===== src/rtl/uart_tx_fifo.sv =====
// uart_tx_fifo: circular byte FIFO and sequencer feeding uart_tx one byte at a time.
// Define UART_TX_FIFO_STATS_EN to add the sent_count / drop_count statistics outputs.
module uart_tx_fifo #(
  parameter int DEPTH_LOG2 = 4
) (
  input  logic                  clk,
  input  logic                  reset,
  input  logic                  wr_en,
  input  logic [7:0]            wr_data,
  input  logic                  flush,
  output logic                  full,
  output logic                  empty,
  output logic [DEPTH_LOG2:0]   count,
  output logic                  overflow,
  output logic                  busy,
  output logic [7:0]            uart_data,
  output logic                  send_byte,
  input  logic                  uart_done
`ifdef UART_TX_FIFO_STATS_EN
  ,
  output logic [15:0]           sent_count,
  output logic [15:0]           drop_count
`endif
);

  localparam int PW    = DEPTH_LOG2 + 1;
  localparam int DEPTH = 1 << DEPTH_LOG2;
  localparam logic [PW-1:0] DEPTH_C = PW'(DEPTH);

  typedef enum logic [2:0] {
    S_IDLE,
    S_LOAD,
    S_SEND,
    S_WAIT_ACK,
    S_WAIT_DONE
  } state_e;

  state_e        state_q, state_d;
  logic [PW-1:0] wr_ptr_q, wr_ptr_d;
  logic [PW-1:0] rd_ptr_q, rd_ptr_d;
  logic [PW-1:0] count_q, count_d;
  logic          full_q, full_d;
  logic          empty_q, empty_d;
  logic          ovf_q, ovf_d;
  logic          busy_q, busy_d;
  logic          send_q, send_d;
  logic [7:0]    data_q, data_d;
  logic [7:0]    mem_q [DEPTH];

  logic wr_acc;
  logic wr_drop;
  logic pop;

  always_comb begin
    wr_acc  = wr_en & ~full_q & ~flush;
    wr_drop = wr_en & full_q & ~flush;
  end

  // A flush landing between IDLE and LOAD can leave nothing to read.
  always_comb begin
    state_d = state_q;
    pop     = 1'b0;
    data_d  = data_q;
    unique case (state_q)
      S_IDLE: begin
        if (!empty_q && uart_done) state_d = S_LOAD;
      end
      S_LOAD: begin
        if (empty_q) begin
          state_d = S_IDLE;
        end else begin
          pop     = 1'b1;
          data_d  = mem_q[rd_ptr_q[DEPTH_LOG2-1:0]];
          state_d = S_SEND;
        end
      end
      S_SEND: begin
        state_d = S_WAIT_ACK;
      end
      S_WAIT_ACK: begin
        if (!uart_done) state_d = S_WAIT_DONE;
      end
      S_WAIT_DONE: begin
        if (uart_done) state_d = S_IDLE;
      end
      default: begin
        state_d = S_IDLE;
      end
    endcase
  end

  always_comb begin
    wr_ptr_d = wr_ptr_q + PW'(wr_acc);
    rd_ptr_d = flush ? wr_ptr_q : rd_ptr_q + PW'(pop);
    count_d  = wr_ptr_d - rd_ptr_d;
    full_d   = (count_d == DEPTH_C);
    empty_d  = (count_d == '0);
    ovf_d    = flush ? 1'b0 : (ovf_q | wr_drop);
    busy_d   = (state_d != S_IDLE) | ~empty_d;
    send_d   = (state_d == S_SEND);
  end

  always_ff @(posedge clk) begin
    if (reset) begin
      state_q  <= S_IDLE;
      wr_ptr_q <= '0;
      rd_ptr_q <= '0;
      count_q  <= '0;
      full_q   <= 1'b0;
      empty_q  <= 1'b1;
      ovf_q    <= 1'b0;
      busy_q   <= 1'b0;
      send_q   <= 1'b0;
      data_q   <= 8'h00;
    end else begin
      state_q  <= state_d;
      wr_ptr_q <= wr_ptr_d;
      rd_ptr_q <= rd_ptr_d;
      count_q  <= count_d;
      full_q   <= full_d;
      empty_q  <= empty_d;
      ovf_q    <= ovf_d;
      busy_q   <= busy_d;
      send_q   <= send_d;
      data_q   <= data_d;
    end
  end

  always_ff @(posedge clk) begin
    if (wr_acc) mem_q[wr_ptr_q[DEPTH_LOG2-1:0]] <= wr_data;
  end

  assign full      = full_q;
  assign empty     = empty_q;
  assign count     = count_q;
  assign overflow  = ovf_q;
  assign busy      = busy_q;
  assign uart_data = data_q;
  assign send_byte = send_q;

`ifdef UART_TX_FIFO_STATS_EN
  logic [15:0] sent_cnt_q, sent_cnt_d;
  logic [15:0] drop_cnt_q, drop_cnt_d;

  always_comb begin
    sent_cnt_d = sent_cnt_q + 16'(state_q == S_SEND);
    drop_cnt_d = drop_cnt_q + 16'(wr_drop);
  end

  always_ff @(posedge clk) begin
    if (reset) begin
      sent_cnt_q <= '0;
      drop_cnt_q <= '0;
    end else begin
      sent_cnt_q <= sent_cnt_d;
      drop_cnt_q <= drop_cnt_d;
    end
  end

  assign sent_count = sent_cnt_q;
  assign drop_count = drop_cnt_q;
`endif

endmodule


===== config.mk =====
export PLATFORM = sky130hd
export DESIGN_NAME = uart_tx_fifo
export DESIGN_NICKNAME = d
export VERILOG_FILES = /design/src/rtl/uart_tx_fifo.sv
export SDC_FILE = /design/constraint.sdc
export NUM_CORES = 1
export LEC_CHECK = 0
export BUFFER_PORTS_ARGS = -buffer_cell sky130_fd_sc_hd__buf_2
export CAP_MARGIN = 25
export CORE_UTILIZATION = 30
export CTS_CLUSTER_DIAMETER = 200
export DETAILED_ROUTE_END_ITERATION = 6
export GPL_ROUTABILITY_DRIVEN = 0
export PLACE_DENSITY_LB_ADDON = 0.1
export REMOVE_ABC_BUFFERS = 1
export SLEW_MARGIN = 40
export SYNTH_ARGS = -nofsm -noshare
export SYNTH_HDL_FRONTEND = slang
export SYNTH_SLANG_ARGS = --single-unit

===== constraint.sdc =====
create_clock -name clk -period 8.2 [get_ports clk]
set_clock_uncertainty 0.05 [all_clocks]
set_input_delay 0.41 -clock clk [delete_from_list [all_inputs] [get_ports clk]]
set_output_delay 0.41 -clock clk [all_outputs]
set_load 0.005 [all_outputs]

==> results of run 1 <==
critical path: stages (launching register included):
cell     delay [ns]
dfxtp_1        0.39
inv_2          0.06
or3_1          0.41
nor2_1         0.17
ha_1           0.20
ha_1           0.23
mux2i_1        0.25
inv_1          0.11
fa_1           0.46
nor2b_1        0.13
o21ai_1        0.08
nor3b_2        0.17
o21a_1         0.21
o41a_1         0.40
placed cells by master (no fill, tap or decap), drive strengths merged, types with 2 or more instances in the layout:
master | synthesis | routed
xnor2 | 2 | 2
nand2 | 13 | 13
xor2 | 5 | 5
a211oi | 2 | 2
and2 | 5 | 5
o21ai | 5 | 5
mux4 | 32 | 32
bufinv | 0 | 2
nand2b | 2 | 2
inv | 8 | 14
ha | 8 | 8
a22oi | 16 | 16
nand3 | 5 | 5
nor3b | 2 | 2
and3 | 2 | 2
edfxtp | 128 | 128
dfxtp | 31 | 31
o21a | 2 | 2
clkbuf | 5 | 18
clkinv | 0 | 4
a22o | 8 | 8
nor2b | 4 | 4
nor2 | 31 | 31
nand3b | 2 | 2
nor3 | 8 | 8
a21oi | 4 | 4
clkinvlp | 0 | 2
buf | 11 | 32
logic make-up after synthesis:
kind of cell,share of synthesized area [%]
flops,70.56
buf+inv,2.847
simple gates,6.229
xor+xnor,1.088
mux,12.32
fa+ha+maj,1.898
compound gates,5.062
final cells by class:
class,count,area (sq um)
well taps,270,337.8
repair buffers,32,165.2
clock buffers,18,429.2
inverters,8,30.03
flip-flops and latches,159,4466
clock inverters,14,153.9
fillers,1960,13090
multi-input cells,170,1760
through the flow:
stage	instance area, sq um	setup slack [ns]	hold slack, ns	total power [W]
2_1_floorplan	6177	4.434	0.4163	0.0009572
3_3_place_gp	6701	4.849	0.4056	0.0009971
3_5_place_dp	6756	4.786	0.4228	0.0009990
4_1_cts	7340	4.748	0.1686	0.001782
5_1_grt	7342	4.509	0.1749	0.001826
6_report	7342	4.766	0.1890	0.001759
sequential cells by signal, summed over array words and instances, names as in the netlist:
register	flops
busy	1
state_q	3
count	5
empty	1
full	1
rd_ptr_q	5
send_byte	1
wr_ptr_q	5
mem_q	128
uart_data	8
overflow	1
layer usage:
metal,part of all wire (%),up-vias
met1,44,1655
met4,0.91,0
met2,51,51
li1,-,1482
met3,3.4,10
met5,0,-
power groups by stage:
| stage | sequential (W) | combinational (W) | clock (W) |
|---|---|---|---|
| global placement | 0.000906 | 0.0000908 | 0 |
| detailed placement | 0.000907 | 0.0000925 | 0 |
| CTS | 0.000889 | 0.0000928 | 0.000800 |
| floorplan | 0.000911 | 0.0000460 | 0 |
| global route | 0.000890 | 0.000100 | 0.000835 |
| finish | 0.000889 | 0.0000896 | 0.000780 |
path summary, 6_finish.rpt:
| path | from | endpoint | slack [ns] | depth (start not counted) |
|---|---|---|---|---|
| worst max-delay path | state_q[0] | busy | 4.77 | 13 |
| worst min register to register | uart_data[7] | uart_data[7] | 0.43 | 1 |
| worst max register to register | state_q[0] | busy | 4.77 | 13 |
| worst min-delay path | uart_done | state_q[2] | 0.19 | 2 |
==> out/qor.yml, run 1 <==
outcome: "finished clean"
routed_wl_um: 13690
min_period_ns: 3.434
synthArstFlopShare_pct: 0
num_antenna_cells: 0
fp.dieH_um: 147.2
max_freq_mhz: 291.2
period_share_pct: 41.88
drcViolationCount: 0
synthToLayoutAreaGrowth_pct: 16.04
path_clk_slew_ns: 0.06
cp-end-kind: "flop"
pwr-share-seq_pct: 50.6
numCtsBuffers: 17
hpwl_um: 8665
synth_area_sq_um: 6327
vias: 3198
timing_hold_violations_final: 0
startpoint_type: "flop"
drtIter0Drc: 185
nets: 410
cts-root-buf: "clkbuf_16"
grtUsageTotal_pct: 13.66
numClockSinks: 159
met2_usage_pct: 23.00
tightest_slew_ns: 0.8915
cts_repair_resize_count: 0
hold_buffers: 0
rows: 52
crit_fanout: 4
synth_edf_count: 128
routedWlPerCell_um: 20.40
start_util_pct: 30.97
synth.avg_cell_area_sq_um: 17.87
cp.required_ns: 8.45
globalRouteMet1Util_pct: 16.98
setup_viol: 0
power_density_nw_per_um2: 239.6
grt_max_degree: 35
p_int_w: 0.001374
cp_data_arrival_time_ns: 3.69
cts_tree: "done"
ys_types: 50
clk_latency_ns: 0.42
use_met3_pct: 3.758
switching_power_w: 0.0003850
irDropWorstVdd_mv: 0.1236
tns_ns: 0
synth_ff_type: "edfxtp_1"
layout.cells.non_filler: 671
final_util_pct: 35.94
cts_setup_buffers: 0
synth_warnings: 0
synthTopCellsByCount: "128 x edfxtp_1, 31 x dfxtp_1, 31 x nor2_1, 22 x mux4_2, 16 x a22oi_1"
clkPwrFrac_pct: 44.3
power_frac_comb_pct: 5.1
drt_first_pass_iters: 4
slew_headroom_pct: 40.45
h-tree-depth: 4
vias_per_cell: 4.766
synth_top_area_cell: "edfxtp_1"
holdCritPathClass: "in2reg"
maxCapViolations: 0
drtAntennaViolNets: 0
ys_seq_area_share_pct: 70.56
clock_path_buffers: 2
synth_area_leaders: "edfxtp_1 61%, dfxtp_1 9.8%, mux4_2 7.8%"
synth-seq-cells: 159
grt_pass1_wl_um: 20910
yosysMostFrequentCell: "edfxtp_1"
maxSlewViolCount: 0
pin_count: 31
synthCells: 354
drive_above_1_share_pct: 27.18
rsz0062_at_grt: "false"
portBuffers: 30
p_sw_share_pct: 21.89
grt_pass1_vias: 3332
critical_path_class: "reg2reg"
synth_top_area_share_pct: 60.75
grt_busiest_layer: "met2"
grt_overflow: 0
p_leak_nw: 2.407
die_area_sq_um: 21680
dp_cells: 639
die_x_um: 147.2
core-area_sq_um: 20430
grt_antenna_before_repair: 0
Note: power is estimated with default switching activity, not from simulation.
==> inputs of run 2 (changes only) <==
==> constraint.sdc (replaced) <==
create_clock -name clk -period 3.5 [get_ports clk]
set_clock_uncertainty 0.05 [all_clocks]
set_input_delay 0.175 -clock clk [delete_from_list [all_inputs] [get_ports clk]]
set_output_delay 0.175 -clock clk [all_outputs]
set_load 0.005 [all_outputs]
==> out/qor.yml, run 2 (synthesis results as in run 1) <==
rsz0062_at_grt: "false"
layout.cells.non_filler: 684  # +1.9%
setup_viol: 0  # unchanged
drcViolationCount: 0  # unchanged
rows: 52  # unchanged
synthToLayoutAreaGrowth_pct: 17.74
grt_max_degree: 33  # -5.7%
cts_setup_buffers: 0  # unchanged
maxSlewViolCount: 0  # unchanged
startpoint_type: "flop"
grt_pass1_vias: 3414  # +2.5%
die_x_um: 147.2  # unchanged
vias_per_cell: 4.740  # -0.55%
tightest_slew_ns: 0.7422  # -0.1492 ns
final_common_cell: "edfxtp_1"
portBuffers: 30  # unchanged
holdCritPathClass: "in2reg"
p_leak_nw: 2.503  # +4.0%
power_w: 0.004296  # +140%
cp-end-kind: "flop"
power_density_nw_per_um2: 576.7  # +140%
cts_tree: "done"
numClockSinks: 159  # unchanged
maxCapViolations: 0  # unchanged
routedWlPerCell_um: 20.21  # -0.94%
layout_common_cells: "128 x edfxtp_1, 30 x buf_2, 29 x dfxtp_1"
period_share_pct: 94.07  # +52 points
routed_wl_um: 13820  # +0.98%
drtAntennaViolNets: 0  # unchanged
drive_above_1_share_pct: 27.05  # -0.13 points
die_area_sq_um: 21680  # unchanged
cp_data_arrival_time_ns: 3.55  # -0.14 ns
vias: 3242  # +1.4%
timing_hold_violations_final: 0  # unchanged
fp.dieH_um: 147.2  # unchanged
final_util_pct: 36.46  # +0.53 points
num_antenna_cells: 0  # unchanged
grtUsageTotal_pct: 13.63  # -0.023 points
drtIter0Drc: 170  # -8.1%
largest_reg_flops: 128  # unchanged
numCtsBuffers: 17  # unchanged
start_util_pct: 30.97  # unchanged
tns_ns: 0  # unchanged
core-area_sq_um: 20430  # unchanged
min_period_ns: 3.293  # -0.1415 ns
drt_first_pass_iters: 4  # unchanged
nets: 423  # +3.2%
outcome: "finished clean"
r2r-start: "state_q[0]"
path_clk_slew_ns: 0.06  # about the same
cp.required_ns: 3.75  # -4.70 ns
cts-root-buf: "clkbuf_16"
grt_pass1_wl_um: 20840  # -0.33%
hold_path_startpoint: "flush"
whs_ns: 0.05258  # -0.1364 ns
hpwl_um: 8700  # +0.40%
h-tree-depth: 4  # unchanged
clock_path_buffers: 2  # unchanged
grt_antenna_before_repair: 0  # unchanged
slew_headroom_pct: 50.33  # +9.9 points
dp_cells: 650  # +1.7%
irDropWorstVdd_mv: 0.3074  # +150%
pin_count: 31  # unchanged
critical_path_class: "reg2reg"
clk_latency_ns: 0.42  # about the same
crit_start: "state_q[0]"
crit_fanout: 4  # unchanged
max_freq_mhz: 303.7  # +4.3%
grt_overflow: 0  # unchanged
run 2: per-layer routing:
layer	wire length, um	vias to the layer above	track usage (%)
met2	6960	53	23.30
met5	0	-	0
met4	192	0	4.794
li1	-	1504	-
met1	6285	1673	16.92
met3	384	12	3.075
run 2: repair_timing:
item,CTS,global route
endpoints found under the hold margin,3,0
resized for setup,0,2
endpoints found under the setup margin,0,1
hold buffers,2,0
run 2: worst paths after layout:
kind                       end  slack [ns]  cells past startpoint
setup reg to reg          busy        0.21                     12
hold reg to reg   uart_data[1]        0.42                      1
setup / recovery          busy        0.21                     12
hold / removal        overflow        0.05                      2
run 2: report_power, final:
| group | total [W] | internal [W] | leakage [nW] | switching, W |
|---|---|---|---|---|
| clock | 0.00200 | 0.00126 | 0.306 | 0.000737 |
| combinational | 0.000212 | 0.0000913 | 0.791 | 0.000121 |
| sequential | 0.00208 | 0.00207 | 1.41 | 0.0000146 |
run 2: critical path, cell delays in order, from the launching register on:
cell and delay (ns):
dfxtp_2 0.36, inv_2 0.05, or3_1 0.43, nor2_2 0.14, ha_1 0.23, mux2_1 0.31, ha_1 0.22, fa_1 0.40
nor2b_1 0.13, o21ai_1 0.08, nor3b_2 0.17, o21a_1 0.21, o41a_1 0.40
run 2: final cells by class:
| type | instances | area, sq um |
|---|---|---|
| Fill cell | 1978 | 12980 |
| Sequential cell | 159 | 4467 |
| Multi-Input combinational cell | 170 | 1705 |
| Clock buffer | 17 | 425.4 |
| Tap cell | 270 | 337.8 |
| Timing Repair Buffer | 45 | 267.8 |
| Clock inverter | 15 | 216.5 |
| Inverter | 8 | 30.03 |
run 2: per-stage QoR:
stage	area, sq um	setup slack (ns)
final	7450	0.2074
after global routing	7450	0.02109
after CTS	7441	0.1083
after detailed placement	6779	0.1334
after global placement	6764	0.2073
after floorplan	6177	-0.2663
==> inputs of run 3 (changes only) <==
--- a/config.mk
+++ b/config.mk
@@ -11,7 +11,7 @@
 export CTS_CLUSTER_DIAMETER = 200
 export DETAILED_ROUTE_END_ITERATION = 6
 export GPL_ROUTABILITY_DRIVEN = 0
-export PLACE_DENSITY_LB_ADDON = 0.1
+export PLACE_DENSITY = 0.52
 export REMOVE_ABC_BUFFERS = 1
 export SLEW_MARGIN = 40
 export SYNTH_ARGS = -nofsm -noshare
==> out/qor.yml, run 3 (synthesis results as in run 1) <==
power_density_nw_per_um2: 545.9  # -5.3%
routed_wl_um: 13030  # -5.7%
numClockSinks: 159  # unchanged
drt_first_pass_iters: 4  # unchanged
rsz0062_at_grt: "false"
largest_reg_flops: 128  # unchanged
hpwl_um: 8464  # -2.7%
cp-end-kind: "flop"
clkPwrFrac_pct: 42.8  # -3.8 points
cp.required_ns: 3.76  # about the same
p_leak_nw: 2.456  # -1.9%
drive_above_1_share_pct: 27.98  # +0.93 points
cp_data_arrival_time_ns: 3.54  # about the same
period_share_pct: 93.56  # -0.51 points
holdCritPathClass: "in2reg"
path_buf_inv: 0  # -1
die_area_sq_um: 21680  # unchanged
critical_path_class: "reg2reg"
cpMaxStageDelayCell: "or3_4"
crit_chain: "or3_4 > nor2_2 > ha_1 > mux2_1 > ha_1 > fa_1 > nor2b_1 > o21ai_1 > nor3b_2 > o21a_1 > o41a_1"
globalRouteMet1Util_pct: 16.09  # -0.83 points
cts-root-buf: "clkbuf_16"
outcome: "finished clean"
cts_tree: "done"
tightest_slew_ns: 0.8225  # +0.08025 ns
maxSlewViolCount: 0  # unchanged
maxCapViolations: 0  # unchanged
pwr-share-seq_pct: 51.9  # +3.4 points
vias: 3267  # +0.77%
nets: 420  # -0.71%
min_period_ns: 3.275  # -0.01787 ns
grtUsageTotal_pct: 13.12  # -0.52 points
num_antenna_cells: 0  # unchanged
clk_latency_ns: 0.42  # about the same
clock_path_buffers: 2  # unchanged
numCtsBuffers: 17  # unchanged
crit_fanout: 6  # +2
switching_power_w: 0.0009193  # +5.4%
irDropWorstVdd_mv: 0.2960  # -3.7%
tns_ns: 0  # unchanged
p_int_w: 0.003093  # -9.6%
synthToLayoutAreaGrowth_pct: 16.18
drcViolationCount: 0  # unchanged
start_util_pct: 30.97  # unchanged
use_met3_pct: 3.571  # +0.50 points
layout_common_cells: "128 x edfxtp_1, 30 x buf_2, 29 x dfxtp_1"
grt_pass1_vias: 3541  # +3.7%
pin_count: 31  # unchanged
setup_viol: 0  # unchanged
grt_pass1_wl_um: 20530  # -1.5%
final_common_cell: "edfxtp_1"
slew_headroom_pct: 45.05  # -5.3 points
r2r_slack_ns: 0.23  # +0.02 ns
crit_path_max_incr_delay_ns: 0.43  # about the same
timing_hold_violations_final: 0  # unchanged
grt_max_degree: 34  # +3.0%
power_w: 0.004013  # -6.6%
p_sw_share_pct: 22.91  # +2.6 points
max_freq_mhz: 305.4  # +0.55%
postPlaceCellArea_sq_um: 6759  # -0.30%
design_area_sq_um: 7351  # -1.3%
grt_overflow: 0  # unchanged
vias_per_cell: 4.797  # +1.2%
die_x_um: 147.2  # unchanged
drtAntennaViolNets: 0  # unchanged
core-area_sq_um: 20430  # unchanged
grt_antenna_before_repair: 0  # unchanged
portBuffers: 30  # unchanged
routedWlPerCell_um: 19.14  # -5.3%
path_clk_slew_ns: 0.07  # about the same
startpoint_type: "flop"
fp.dieH_um: 147.2  # unchanged
h-tree-depth: 4  # unchanged
power_frac_comb_pct: 5.3  # +0.4 points
met2_usage_pct: 22.26  # -1.0 points
rows: 52  # unchanged
path_delay_family: "simple AND/OR/NAND/NOR gates"
drtIter0Drc: 223  # +31%
grt_busiest_layer: "met2"
cpMostUsedCell: "ha_1"
## run 3: cell types whose count changed in the layout (fill, tap and decap cells not counted), moves of 2 or more
cell and delta:
bufinv_16 -5, clkinv_1 -3, clkinv_4 +3, buf_4 -2
clkinvlp_4 -2, inv_6 +2, inv_8 +2, nor2_1 -2
nor2_2 +2
## run 3: cell type report
type,count,area (sq um)
repair buffers,42,242.7
fillers,1958,13080
inverters,8,30.03
flip-flops and latches,159,4467
clock buffers,18,429.2
clock inverters,14,127.6
well taps,270,337.8
multi-input cells,170,1717
## run 3: final timing paths
path                     start      endpoint  depth (start not counted)
setup / recovery    state_q[1]          busy                         11
hold / removal           wr_en      overflow                          3
setup reg to reg    state_q[1]          busy                         11
hold reg to reg   uart_data[2]  uart_data[2]                          1
## run 3: metal layers
metal / share of wire [%] / wire [um]
met5: 0 / 0
met2: 52 / 6805
met1: 43 / 5627
met3: 3.8 / 501
met4: 0.74 / 97
## run 3: stage by stage
stage | util [%] | cells | hold WS (ns) | setup slack (ns)
3_3_place_gp | 33.00 | 647 | 0.3634 | 0.1749
3_5_place_dp | 33.08 | 647 | 0.3827 | 0.06617
6_report | 35.98 | 681 | 0.02840 | 0.2253
2_1_floorplan | - | 337 | 0.1917 | -0.2663
5_1_grt | 35.98 | 681 | 0.04727 | 0.03752
4_1_cts | 35.86 | 680 | 0.01105 | 0.07213
## run 3: power by group through the flow
stage / clock, W / sequential [W] / combinational [W]
after global routing: 0.00184 / 0.00209 / 0.000236
after detailed placement: 0 / 0.00212 / 0.000212
final: 0.00172 / 0.00208 / 0.000211
after global placement: 0 / 0.00212 / 0.000207
after floorplan: 0 / 0.00213 / 0.000108
after CTS: 0.00177 / 0.00208 / 0.000214
## run 3: timing repair
action / in CTS / in global routing
hold buffers: 1 / 0
resized for setup: 0 / 4
endpoints found under the hold margin: 1 / 0
setup buffers: 0 / 1
setup endpoints to repair: 0 / 4
## run 3: worst min-delay path, cell delays in order
cell	delay, ns
buf_2	0.09
a21oi_1	0.06
nor3_1	0.13
